$ cat config.mk
export PLATFORM = sky130hd
export DESIGN_NAME = pattern_frame_generator
export DESIGN_NICKNAME = d
export VERILOG_FILES = /design/src/rtl/vip_pattern_pkg.sv /design/src/rtl/pattern_pixel_gen.sv /design/src/rtl/pattern_frame_generator.sv
export SDC_FILE = /design/constraint.sdc
export NUM_CORES = 1
export LEC_CHECK = 0
export CORE_MARGIN = 2
export CORE_UTILIZATION = 61
export DETAILED_ROUTE_END_ITERATION = 8
export PLACE_DENSITY_LB_ADDON = 0.3
export SKIP_LAST_GASP = 1
export SLEW_MARGIN = 20
export SYNTH_ARGS = -nofsm -noshare
export SYNTH_HDL_FRONTEND = slang
export SYNTH_SLANG_ARGS = --single-unit
$ cat constraint.sdc
create_clock -name clock -period 8.6 [get_ports clock]
set_clock_uncertainty 0.15 [all_clocks]
set_input_delay 2.15 -clock clock [delete_from_list [all_inputs] [get_ports clock]]
set_output_delay 2.15 -clock clock [all_outputs]
set_load 0.005 [all_outputs]
$ cat src/rtl/vip_pattern_pkg.sv
// rtl/vip_pattern_pkg.sv - shared constants for the pattern frame generator
package vip_pattern_pkg;

  localparam logic [1:0] MODE_RAMP  = 2'd0;
  localparam logic [1:0] MODE_BARS  = 2'd1;
  localparam logic [1:0] MODE_CHECK = 2'd2;
  localparam logic [1:0] MODE_CONST = 2'd3;

  typedef enum logic [2:0] {
    ST_IDLE = 3'd0,
    ST_LOAD = 3'd1,
    ST_RUN  = 3'd2,
    ST_GAP  = 3'd3,
    ST_DONE = 3'd4
  } state_t;

  // RGB on/off per bar: white, yellow, cyan, green, magenta, red, blue, black
  localparam logic [2:0] BAR_RGB [8] = '{3'd7, 3'd6, 3'd3, 3'd2, 3'd5, 3'd4, 3'd1, 3'd0};

endpackage

$ cat src/rtl/pattern_pixel_gen.sv
// rtl/pattern_pixel_gen.sv - combinational pixel value for the selected pattern
module pattern_pixel_gen
  import vip_pattern_pkg::*;
#(
  parameter int CH_BITS    = 8,
  parameter int CHANNELS   = 3,
  parameter int DIM_BITS   = 11,
  parameter int FRAME_BITS = 11,
  localparam int DWIDTH    = CH_BITS * CHANNELS
) (
  input  logic [DIM_BITS-1:0]   x,
  input  logic [DIM_BITS-1:0]   y,
  input  logic [FRAME_BITS-1:0] frame,
  input  logic [2:0]            bar,
  input  logic [1:0]            mode,
  input  logic [DWIDTH-1:0]     const_value,
  output logic [DWIDTH-1:0]     pixel
);

  logic [2:0] rgb;
  logic       check;

  always_comb begin
    pixel = '0;
    rgb   = BAR_RGB[bar];
    check = x[3] ^ y[3] ^ frame[0];
    if (mode == MODE_CONST) begin
      pixel = const_value;
    end else begin
      // channel 0 sits in the MSBs
      for (int c = 0; c < CHANNELS; c++) begin
        if (mode == MODE_RAMP)
          pixel[(CHANNELS-1-c)*CH_BITS +: CH_BITS] =
            CH_BITS'(x) + CH_BITS'(y) + CH_BITS'(frame) + CH_BITS'(c);
        else if (mode == MODE_BARS)
          pixel[(CHANNELS-1-c)*CH_BITS +: CH_BITS] = {CH_BITS{rgb[2 - (c % 3)]}};
        else
          pixel[(CHANNELS-1-c)*CH_BITS +: CH_BITS] = {CH_BITS{check}};
      end
    end
  end

endmodule

$ cat src/rtl/pattern_frame_generator.sv
// rtl/pattern_frame_generator.sv - built-in pattern frame source for the vip_core input FIFO
module pattern_frame_generator
  import vip_pattern_pkg::*;
#(
  parameter int CH_BITS    = 8,
  parameter int CHANNELS   = 3,
  parameter int DIM_BITS   = 11,
  parameter int FRAME_BITS = 11,
  localparam int DWIDTH    = CH_BITS * CHANNELS
) (
  input  logic                  clock,
  input  logic                  reset,
  input  logic                  start,
  input  logic                  abort,
  input  logic [DIM_BITS-1:0]   cfg_width,
  input  logic [DIM_BITS-1:0]   cfg_height,
  input  logic [FRAME_BITS-1:0] cfg_num_frame,
  input  logic [1:0]            cfg_mode,
  input  logic [DWIDTH-1:0]     cfg_const,
  input  logic [3:0]            cfg_gap,
  input  logic                  fifo_full,
  output logic [DWIDTH-1:0]     fifo_data,
  output logic                  fifo_wrreq,
  output logic                  fifo_sof,
  output logic                  fifo_eol,
  output logic                  busy,
  output logic                  done,
  output logic [FRAME_BITS-1:0] frame_count
);

  state_t state, state_next;

  logic [DIM_BITS-1:0]   width_q, height_q;
  logic [FRAME_BITS-1:0] num_frame_q;
  logic [1:0]            mode_q;
  logic [DWIDTH-1:0]     const_q;
  logic [3:0]            gap_q;

  logic [DIM_BITS-1:0]   x, y, bar_cnt, bar_w;
  logic [2:0]            bar_idx;
  logic [3:0]            gap_cnt;
  logic                  last_x, last_y, last_frame, write, line_end, gap_end;
  logic [DWIDTH-1:0]     pixel;
  logic                  wr_d, sof_d, eol_d, done_d, busy_d;

  assign bar_w      = ((width_q >> 3) == '0) ? DIM_BITS'(1) : (width_q >> 3);
  assign last_x     = (x == width_q - DIM_BITS'(1));
  assign last_y     = (y == height_q - DIM_BITS'(1));
  assign last_frame = (num_frame_q != '0) && ((frame_count + FRAME_BITS'(1)) == num_frame_q);
  assign write      = (state == ST_RUN) && !fifo_full && !abort;
  assign line_end   = write && last_x;
  assign gap_end    = (gap_cnt == gap_q - 4'd1);

  pattern_pixel_gen #(
    .CH_BITS    (CH_BITS),
    .CHANNELS   (CHANNELS),
    .DIM_BITS   (DIM_BITS),
    .FRAME_BITS (FRAME_BITS)
  ) u_pixel (
    .x           (x),
    .y           (y),
    .frame       (frame_count),
    .bar         (bar_idx),
    .mode        (mode_q),
    .const_value (const_q),
    .pixel       (pixel)
  );

  always_ff @(posedge clock or posedge reset) begin
    if (reset) state <= ST_IDLE;
    else       state <= state_next;
  end

  always_comb begin
    state_next = state;
    case (state)
      ST_IDLE: if (start) state_next = ST_LOAD;
      ST_LOAD: state_next = (width_q == '0 || height_q == '0) ? ST_DONE : ST_RUN;
      ST_RUN: begin
        // the gap after the final line is skipped
        if (line_end) begin
          if (last_y && last_frame) state_next = ST_DONE;
          else if (gap_q != 4'd0)   state_next = ST_GAP;
        end
      end
      ST_GAP:  if (gap_end) state_next = ST_RUN;
      ST_DONE: state_next = ST_IDLE;
      default: state_next = ST_IDLE;
    endcase
    if (abort) state_next = ST_IDLE;
  end

  always_comb begin
    wr_d   = write;
    sof_d  = write && (x == '0) && (y == '0);
    eol_d  = line_end;
    done_d = (state == ST_DONE) && !abort;
    busy_d = (state_next != ST_IDLE);
  end

  always_ff @(posedge clock or posedge reset) begin
    if (reset) begin
      fifo_data  <= '0;
      fifo_wrreq <= 1'b0;
      fifo_sof   <= 1'b0;
      fifo_eol   <= 1'b0;
      busy       <= 1'b0;
      done       <= 1'b0;
    end else begin
      fifo_wrreq <= wr_d;
      fifo_sof   <= sof_d;
      fifo_eol   <= eol_d;
      busy       <= busy_d;
      done       <= done_d;
      if (write) fifo_data <= pixel;
    end
  end

  always_ff @(posedge clock or posedge reset) begin
    if (reset) begin
      width_q     <= '0;
      height_q    <= '0;
      num_frame_q <= '0;
      mode_q      <= '0;
      const_q     <= '0;
      gap_q       <= '0;
      x           <= '0;
      y           <= '0;
      frame_count <= '0;
      bar_cnt     <= '0;
      bar_idx     <= '0;
      gap_cnt     <= '0;
    end else begin
      if (state == ST_IDLE && start && !abort) begin
        width_q     <= cfg_width;
        height_q    <= cfg_height;
        num_frame_q <= cfg_num_frame;
        mode_q      <= cfg_mode;
        const_q     <= cfg_const;
        gap_q       <= cfg_gap;
      end
      if (state == ST_LOAD) begin
        x           <= '0;
        y           <= '0;
        frame_count <= '0;
        bar_cnt     <= '0;
        bar_idx     <= '0;
        gap_cnt     <= '0;
      end
      if (write) begin
        if (last_x) begin
          x       <= '0;
          bar_cnt <= '0;
          bar_idx <= '0;
          if (last_y) begin
            y           <= '0;
            frame_count <= frame_count + FRAME_BITS'(1);
          end else begin
            y <= y + DIM_BITS'(1);
          end
        end else begin
          x <= x + DIM_BITS'(1);
          if (bar_cnt == bar_w - DIM_BITS'(1)) begin
            bar_cnt <= '0;
            if (bar_idx != 3'd7) bar_idx <= bar_idx + 3'd1;
          end else begin
            bar_cnt <= bar_cnt + DIM_BITS'(1);
          end
        end
      end
      if (state == ST_GAP) gap_cnt <= gap_end ? 4'd0 : gap_cnt + 4'd1;
    end
  end

endmodule

==> metrics.cfg, run 1 <==
[timing]
setup_tns_ps=0
finalHoldViolCount=0
setup_viol=0
min_period_ps=4778
slew_violations=0
worst_pin_slew_ps=929.7
fin_crit_sh_pct=55.55
max_freq_mhz=209.3
setup_slack_ps=3822
rsz0062_at_grt=false
relSlewSlack_pct=37.60
whs_ps=330.3

[yosys]
synth_ff_type=dfrtp_1
ys_types=75
synth_area_sq_um=8856
synth_xor_area_share_pct=8.307
ys_async_sr_fraction_pct=100.0
yosys.area.top_type=dfrtp_1
synth_top_family_by_area=simple AND/OR/NAND/NOR gates
ys_seq_elements=146
syn_inst=912
synthMuxAreaShare_pct=8.237
yosysWarnings=0
syn_area_per_cell_sq_um=9.711
syn-num-nets=1009
synth_simple_gate_area_share_pct=17.32
synthTopCellsByArea=dfrtp_1 (41%), mux2_2 (8.0%), xnor2_1 (4.6%)
seq_area_frac_synth_pct=41.25
synth_top_area_share_pct=41.25
synth_compound_area_share_pct=16.49
synth_edf_count=0
synthAdderAreaFrac_pct=4.775

[worst_setup_path]
r2r_slack_ps=4730
ff2ff_path_depth=9
path_class=in2reg
cp.arrival_ps=4930
crit_fanout=45
max_stage_delay_ps=780
end_kind=flip-flop
endpoint=frame_count[4]$_DFF_PP0_
r2r-end=frame_count[4]$_DFF_PP0_
startpoint=abort
cp.required_ps=8760
cpMaxStageDelayCell=or3_1
r2r_start=width_q[0]$_DFFE_PP0P_
crit_path_cell_trace=clkdlybuf4s50_1 -> nor4b_1 -> nand2b_1 -> buf_4 -> or3_1 -> nand2b_2 -> a31o_1
cp-start-kind=primary input

[cts]
cts_hold_buf=0
cts.reportedPaths.clkPinSlew_ps=60
clock_sinks=146
clock_path_buffers=2
clock-root-buffer=clkbuf_16
cts.htree.levels=4
cts_tree=yes
cts_buffers=17
clk_latency_ps=420
post_cts_buffers=0
ctsResizeCount=0

[detailed_routing]
first_pass_iters=5
ant_nets=0
vias=7116
wl_per_cell_microns=17.12
drcViolationCount=0
viasPerCell=6.010
totalWireLength_microns=20270
drtIter0Drc=429

[layout]
regArea_sq_um=3654
fill_cells=1034
fin_area_sq_um=10620
fin_nets=1085
utilization_pct=73.89
final_common_cell=dfrtp_1
antenna_cells=0
multi_input_area_sq_um=4887
layout_common_cells=dfrtp_1 (146), clkdlybuf4s50_1 (107), nand2_1 (96), o21ai_0 (73), mux2_2 (63)
area_growth_pct=19.88
layout-drive-gt1-share_pct=12.80

[placed_design]
place_area_sq_um=9967
place_ws_ps=3424
portBuffers=107
gp_congestion=0.8712
hpwl_microns=13990

[floorplanning]
rows=44
die_h_microns=124.5
io_pins=108
die_x_microns=124.5
start_util_pct=61.63
fp.coreArea_sq_um=14370
dieArea_sq_um=15500

[pwr]
irDropWorstVdd_mv=0.1622
power_density_nw_per_um2=224.8
power.leakage_nw=4.433

[outcome]
status=finished clean

[global_routing]
overflow=0
antenna_found_initial=0
grt_first_pass_wirelength_microns=33550
grt_max_degree=93
grt_pass1_vias=6812
groute.usage.overall_pct=26.50

[hold_path]
hp-class=reg2reg

[run]
cap_violations=0

==> power by group <==
part	internal [mW]	total (mW)	switching, mW
clock	0.521	0.816	0.295
sequential	0.823	0.969	0.146
combinational	0.333	0.602	0.269
==> worst min path at each step <==
stage	slack [ps]	from	end	cells past startpoint
final	330	fifo_data[21]$_DFFE_PP0P_	fifo_data[21]$_DFFE_PP0P_	2
after CTS	330	fifo_data[9]$_DFFE_PP0P_	fifo_data[9]$_DFFE_PP0P_	2
after detailed placement	320	fifo_data[9]$_DFFE_PP0P_	fifo_data[9]$_DFFE_PP0P_	2
after floorplan	310	fifo_data[17]$_DFFE_PP0P_	fifo_data[17]$_DFFE_PP0P_	2
after global routing	350	fifo_data[9]$_DFFE_PP0P_	fifo_data[9]$_DFFE_PP0P_	2
after global placement	320	fifo_data[9]$_DFFE_PP0P_	fifo_data[9]$_DFFE_PP0P_	2
==> layout make-up <==
class	count	area share [%]
clock buffers	18	4.137
multi-input cells	687	46.03
well taps	184	2.169
clock inverters	13	1.980
flip-flops and latches	146	34.41
inverters	26	0.9664
repair buffers	110	10.30
==> logic make-up after synthesis <==
logic type / Yosys count
compound gates: 214
flops: 146
xor+xnor: 79
simple gates: 300
mux: 65
fa+ha+maj: 29
buf+inv: 79
==> layer usage <==
| metal | track usage [%] | routed length (microns) |
|---|---|---|
| met5 | 0 | 0 |
| met4 | 8.063 | 310 |
| met3 | 5.498 | 1040 |
| met2 | 44.04 | 10040 |
| met1 | 35.23 | 8877 |
==> stage by stage <==
stage,total power [mW],instances
after global placement,1.551,1153
final,2.387,1184
after global routing,2.508,1184
after detailed placement,1.572,1153
after CTS,2.396,1184
after floorplan,1.332,912
==> registers in the layout, indices dropped and copies added (netlist names), 2 cells and up <==
register     flops
num_frame_q     11
width_q         11
y               11
state            3
frame_count     11
gap_cnt          4
x               11
bar_idx          3
const_q         24
gap_q            4
mode_q           2
height_q        11
bar_cnt         11
fifo_data       24
==> critical path, delay by kind of cell <==
kind	cells	cell delay (ps)
AO/OA/AOI/OAI	1	290
AND/OR/NAND/NOR	4	1740
buffers and inverters	2	740
==> Yosys cell counts, drive strengths merged (3+ instances only) <==
| cell type | count |
|---|---|
| nor3b | 12 |
| and3 | 6 |
| a31o | 11 |
| or3b | 3 |
| a21oi | 36 |
| nand2b | 21 |
| a21o | 17 |
| o31ai | 8 |
| dfrtp | 146 |
| inv | 25 |
| or2 | 9 |
| o21ai | 76 |
| nor4 | 13 |
| nor4b | 4 |
| clkbuf | 42 |
| nand4 | 4 |
| o2111ai | 3 |
| nor2 | 42 |
| buf | 11 |
| xor2 | 29 |
| o211ai | 6 |
| mux2 | 63 |
| a211oi | 20 |
| o22ai | 3 |
| nand2 | 96 |
| nor3 | 27 |
| and2 | 3 |
| fa | 8 |
| a221oi | 3 |
| or3 | 10 |
| and4 | 3 |
| ha | 21 |
| a211o | 6 |
| o21a | 3 |
| xnor2 | 47 |
| o31a | 3 |
| or4 | 7 |
| nand3 | 35 |
(Power assumes the default switching activity.)
==> run 2: changes to the inputs <==
--- a/config.mk
+++ b/config.mk
@@ -6,7 +6,7 @@
 export NUM_CORES = 1
 export LEC_CHECK = 0
 export CORE_MARGIN = 2
-export CORE_UTILIZATION = 61
+export CORE_UTILIZATION = 57
 export DETAILED_ROUTE_END_ITERATION = 8
 export PLACE_DENSITY_LB_ADDON = 0.3
 export SKIP_LAST_GASP = 1
==> constraint.sdc (replaced) <==
create_clock -name clock -period 4.8 [get_ports clock]
set_clock_uncertainty 0.15 [all_clocks]
set_input_delay 1.2 -clock clock [delete_from_list [all_inputs] [get_ports clock]]
set_output_delay 1.2 -clock clock [all_outputs]
set_load 0.005 [all_outputs]
==> run 2 against run 1 <==
Against the previous run:
- utilization decreased by 3.7 points
- sequential cell count unchanged
- final cell count increased by 0.68%
- final area increased by 0.51%
- first-iteration DRC count increased by 25%
- sequential power increased by 80%
- critical path type unchanged
- global-route usage decreased by 0.42 points
- total power increased by 80%
- hold slack improved by 5.6 ps
- via count increased by 1.3%
- register-to-register slack got worse by 3700 ps
==> metrics.cfg, run 2 (synthesis gave the netlist of run 1 again) <==
[global_routing]
grt_max_degree=83  ; was 93
groute.usage.overall_pct=26.09  ; was 26.50%
overflow=0  ; unchanged
grt_pass1_vias=6913  ; was 6812
antenna_found_initial=0  ; unchanged
grt_first_pass_wirelength_microns=34480  ; was 33550 microns

[detailed_routing]
wl_per_cell_microns=17.30  ; was 17.12 microns
drtIter0Drc=538  ; was 429
vias=7212  ; was 7116
ant_nets=0  ; unchanged
first_pass_iters=5  ; unchanged
viasPerCell=6.050  ; was 6.010
drcViolationCount=0  ; unchanged
totalWireLength_microns=20630  ; was 20270 microns

[floorplanning]
start_util_pct=58.26  ; was 61.63%
io_pins=108  ; unchanged
die_h_microns=128.6  ; was 124.5 microns
rows=45  ; was 44
dieArea_sq_um=16550  ; was 15500 sq um
die_x_microns=128.6  ; was 124.5 microns
fp.coreArea_sq_um=15200  ; was 14370 sq um

[layout]
fill_cells=1151  ; was 1034
multi_input_area_sq_um=4887  ; unchanged
largestRegisters=const_q (24), fifo_data (24)  ; unchanged
antenna_cells=0  ; unchanged
area_growth_pct=20.49  ; was 19.88%
layout-drive-gt1-share_pct=13.05  ; was 12.80%
regArea_sq_um=3654  ; unchanged
final_common_cell=dfrtp_1  ; unchanged
fin_nets=1088  ; was 1085
fin_area_sq_um=10670  ; was 10620 sq um
layout_common_cells=dfrtp_1 (146), clkdlybuf4s50_1 (107), nand2_1 (96), o21ai_0 (73), mux2_2 (63)  ; unchanged

[placed_design]
portBuffers=107  ; unchanged
gp_congestion=0.8485  ; was 0.8712
hpwl_microns=14450  ; was 13990 microns
place_area_sq_um=10020  ; was 9967 sq um
place_ws_ps=618.4  ; was 3424 ps

[timing]
relSlewSlack_pct=31.59  ; was 37.60%
fin_crit_sh_pct=80.34
rsz0062_at_grt=false  ; unchanged
worst_pin_slew_ps=1024  ; was 929.7 ps
min_period_ps=3856
setup_tns_ps=0  ; unchanged
finalHoldViolCount=0  ; unchanged
max_freq_mhz=259.3
setup_viol=0  ; unchanged
whs_ps=335.9  ; was 330.3 ps
slew_violations=0  ; unchanged
setup_slack_ps=943.5  ; was 3822 ps

[worst_setup_path]
cp-start-kind=primary input  ; unchanged
end_kind=flip-flop  ; unchanged
cp.arrival_ps=4050  ; was 4930 ps
crit_fanout=41  ; was 45
path_class=in2reg  ; unchanged
cp.required_ps=4990  ; was 8760 ps

[cts]
clk_latency_ps=420  ; about the same
clock_sinks=146  ; unchanged
ctsResizeCount=0  ; unchanged
cts_tree=yes  ; unchanged
cts_buffers=17  ; unchanged
clock-root-buffer=clkbuf_16  ; unchanged
cts.htree.levels=4  ; unchanged
cts.reportedPaths.clkPinSlew_ps=60  ; about the same
cts_hold_buf=0  ; unchanged
clock_path_buffers=2  ; unchanged
post_cts_buffers=0  ; unchanged

[pwr]
irDropWorstVdd_mv=0.3045  ; was 0.1622 mV
power.leakage_nw=4.460  ; was 4.433 nW
power_density_nw_per_um2=401.6  ; was 224.8 nW/um^2

[hold_path]
hp-class=reg2reg  ; unchanged

[run]
cap_violations=0  ; unchanged

[outcome]
status=finished clean  ; unchanged

[run 2: final timing paths]
check                      cells after the start  slack, ps                         end                startpoint
max reg2reg                                   10       1040      bar_cnt[8]$_DFFE_PP0P_    width_q[7]$_DFFE_PP0P_
min in group asynchronous                      3       1110   fifo_data[21]$_DFFE_PP0P_                     reset
max in group asynchronous                      3       3000  num_frame_q[2]$_DFFE_PP0P_                     reset
min                                            2        340    fifo_data[0]$_DFFE_PP0P_  fifo_data[0]$_DFFE_PP0P_
max                                            8        940        bar_idx[0]$_DFF_PP0_                     abort
min reg2reg                                    2        340    fifo_data[0]$_DFFE_PP0P_  fifo_data[0]$_DFFE_PP0P_
[run 2: through the flow]
| step | total power [mW] | utilization, % | instances |
|---|---|---|---|
| after global placement | 2.793 | 65.90 | 1160 |
| after detailed placement | 2.832 | 65.90 | 1160 |
| final | 4.285 | 70.19 | 1192 |
| after floorplan | 2.386 | - | 912 |
| after CTS | 4.306 | 70.19 | 1192 |
| after global routing | 4.520 | 70.19 | 1192 |
[run 2: area by class of cell]
| type | count | area share (%) |
|---|---|---|
| Clock buffer | 19 | 4.151 |
| Clock inverter | 13 | 1.958 |
| Inverter | 26 | 0.9498 |
| Multi-Input combinational cell | 687 | 45.80 |
| Sequential cell | 146 | 34.24 |
| Tap cell | 188 | 2.205 |
| Timing Repair Buffer | 113 | 10.69 |
[run 2: routing by layer]
layer / track usage, % / part of all wire, %
met4: 7.225 / 1.6
met2: 43.14 / 49
met1: 35.36 / 44
met3: 5.073 / 4.8
met5: 0 / 0
[run 2: worst max-delay path, cell delays in order]
cell             delay, ps
clkdlybuf4s50_1        460
nor4b_1                460
nand2b_1               210
buf_4                  300
inv_1                  430
o21ai_1                480
o21a_1                 330
a21oi_1                160
[run 2: power breakdown]
group          leakage [nW]  total [mW]  internal (mW)  switching [mW]
registers              1.87        1.74           1.47           0.267
logic                  2.28        1.09          0.600           0.490
clock network         0.309        1.45          0.936           0.518
==> run 3: changes to the inputs <==
==> constraint.sdc (replaced) <==
create_clock -name clock -period 3.93 [get_ports clock]
set_clock_uncertainty 0.15 [all_clocks]
set_input_delay 0.9825 -clock clock [delete_from_list [all_inputs] [get_ports clock]]
set_output_delay 0.9825 -clock clock [all_outputs]
set_load 0.005 [all_outputs]
==> run 3 against run 2 <==
Against the previous run:
- utilization up 0.51 points
- hold slack worse by 0.82 ps
- sequential cell count unchanged
- total power up 23%
- final area up 0.73%
- critical path type is now reg2reg
- critical endpoint is now x[3]$_DFFE_PP0P_
- via count up 0.89%
- largest cell class unchanged
- sequential share of layout area down 0.25 points
- highest routed layer unchanged
==> metrics.cfg, run 3 (synthesis gave the netlist of run 1 again) <==
[pwr]
power_density_nw_per_um2=489.1  ; was 401.6 nW/um^2
power_frac_comb_pct=25.5  ; about the same
intPower_mw=3.679  ; was 3.010 mW
p_sw_share_pct=30.00  ; was 29.76%
p_clk_share_pct=34.2  ; was 33.9%
irDropWorstVdd_mv=0.3499  ; was 0.3045 mV
power.leakage_nw=4.523  ; was 4.460 nW
total_power_mw=5.256  ; was 4.285 mW
p_sw_mw=1.577  ; was 1.275 mW
power_frac_seq_pct=40.3  ; was 40.6%

[detailed_routing]
vias=7276  ; was 7212
wl_per_cell_microns=17.52  ; was 17.30 microns
totalWireLength_microns=21040  ; was 20630 microns
drtIter0Drc=670  ; was 538
drcViolationCount=0  ; unchanged
viasPerCell=6.058  ; was 6.050
met2_length_microns=10300  ; was 10150 microns
top_layer=met4  ; unchanged
met3_wirelength_microns=1119  ; was 993 microns
ant_nets=0  ; unchanged
first_pass_iters=4  ; was 5
wl_met1_microns=9233  ; was 9160 microns

[layout]
layout_common_cells=dfrtp_1 (146), clkdlybuf4s50_1 (107), nand2_1 (96), o21ai_0 (73), mux2_2 (63)  ; unchanged
utilization_pct=70.70  ; was 70.19%
layoutNonFillerInstCount=1201  ; was 1192
layout-drive-gt1-share_pct=14.02  ; was 13.05%
antenna_cells=0  ; unchanged
largestRegisters=const_q (24), fifo_data (24)  ; unchanged
fill_cells=1149  ; was 1151
area_growth_pct=21.36  ; was 20.49%
fin_area_sq_um=10750  ; was 10670 sq um
regArea_sq_um=3654  ; unchanged
final_common_cell=dfrtp_1  ; unchanged
fin_nets=1097  ; was 1088
multi_input_area_sq_um=4917  ; was 4887 sq um

[worst_setup_path]
crit_fanout=15  ; was 41
r2r_slack_ps=190  ; was 1040 ps
cp.arrival_ps=3920  ; was 4050 ps
end_kind=flip-flop  ; unchanged
path_class=reg2reg  ; was in2reg
cp.required_ps=4110  ; was 4990 ps
r2r_start=width_q[0]$_DFFE_PP0P_  ; was width_q[7]$_DFFE_PP0P_
ff2ff_path_depth=9  ; was 10
cp-start-kind=flip-flop  ; was primary input
r2r-end=x[3]$_DFFE_PP0P_  ; was bar_cnt[8]$_DFFE_PP0P_

[timing]
setup_slack_ps=190.3  ; was 943.5 ps
rsz0062_at_grt=true  ; was false
relSlewSlack_pct=35.68  ; was 31.59%
fin_crit_sh_pct=95.16
max_freq_mhz=267.4
setup_tns_ps=0  ; unchanged
finalHoldViolCount=0  ; unchanged
slew_violations=0  ; unchanged
setup_viol=0  ; unchanged
min_period_ps=3740
worst_pin_slew_ps=958.4  ; was 1024 ps
whs_ps=335.0  ; was 335.9 ps

[cts]
clock-root-buffer=clkbuf_16  ; unchanged
clock_path_buffers=2  ; unchanged
cts_tree=yes  ; unchanged
cts_buffers=17  ; unchanged
clk_latency_ps=430  ; was 420 ps
cts.htree.levels=4  ; unchanged
clock_sinks=146  ; unchanged
cts.reportedPaths.clkPinSlew_ps=60  ; about the same

[placed_design]
portBuffers=107  ; unchanged
place_area_sq_um=10060  ; was 10020 sq um
gp_congestion=0.8473  ; was 0.8485
hpwl_microns=14460  ; was 14450 microns
place_inst=1167  ; was 1160
place_ws_ps=170.4  ; was 618.4 ps

[hold_path]
hp-start=fifo_data[19]$_DFFE_PP0P_  ; was fifo_data[0]$_DFFE_PP0P_
min_to=fifo_data[19]$_DFFE_PP0P_  ; was fifo_data[0]$_DFFE_PP0P_
hp-class=reg2reg  ; unchanged
whs_path_depth=2  ; unchanged

[floorplanning]
rows=45  ; unchanged
fp.coreArea_sq_um=15200  ; unchanged
io_pins=108  ; unchanged
die_h_microns=128.6  ; unchanged
die_x_microns=128.6  ; unchanged
start_util_pct=58.26  ; unchanged
dieArea_sq_um=16550  ; unchanged

[outcome]
status=finished clean  ; unchanged

[global_routing]
grt_first_pass_wirelength_microns=34410  ; was 34480 microns
grt_max_degree=147  ; was 83
grt_pass1_vias=6971  ; was 6913
overflow=0  ; unchanged
groute.usage.overall_pct=26.10  ; was 26.09%
antenna_found_initial=0  ; unchanged

[run]
cap_violations=0  ; unchanged

-- run 3: cell types whose count changed in the layout (fill, tap and decap cells not counted) --
cell	change
o2111ai_1	-1
o2111ai_2	+1
buf_4	+9
nor2_1	-1
o211ai_4	+1
buf_12	-1
nor2_2	+1
-- run 3: worst max-delay path by stage --
stage	slack, ps	cells after the start	startpoint	end
after global placement	330	10	width_q[6]$_DFFE_PP0P_	bar_cnt[4]$_DFFE_PP0P_
after detailed placement	170	10	width_q[6]$_DFFE_PP0P_	bar_cnt[8]$_DFFE_PP0P_
final	190	9	width_q[0]$_DFFE_PP0P_	x[3]$_DFFE_PP0P_
after floorplan	420	13	width_q[9]$_DFFE_PP0P_	bar_cnt[3]$_DFFE_PP0P_
after CTS	150	10	width_q[6]$_DFFE_PP0P_	bar_cnt[8]$_DFFE_PP0P_
after global routing	-20	9	width_q[0]$_DFFE_PP0P_	x[6]$_DFFE_PP0P_
-- run 3: critical path, cell delays in order (launching register included) --
cell and delay, ps:
dfrtp_1 420, inv_1 80, ha_1 230, or3b_1 390, or3_4 360, a2111oi_4 360
nand4_2 330, o21ai_1 860, o21ai_0 240, a21o_1 210
-- run 3: layout make-up --
type,instances,area share (%)
clock inverter,13,1.944
multi-input combinational,688,45.75
timing repair buffer,121,11.06
sequential,146,33.99
clock buffer,19,4.121
inverter,26,0.9430
tap,188,2.189
-- run 3: what timing repair did --
item                                    CTS  global route
gates resized for setup                   0             3
endpoints found under the setup margin    0             7
buffers inserted                          0             1
hold buffers                              0             0
-- run 3: routing by layer --
layer  up-vias  GRT usage [%]
li1       3449              -
met1      3548          34.51
met2       243          43.42
met3        36          5.489
met4         0          8.120
met5         -              0
-- run 3: power groups by stage --
stage                     Sequential (mW)  Clock [mW]  Combinational [mW]
after floorplan                      2.00           0               0.911
after global placement               2.12           0                1.29
after detailed placement             2.13           0                1.32
after CTS                            2.11        1.81                1.34
after global routing                 2.16        1.88                1.49
final                                2.12        1.80                1.34
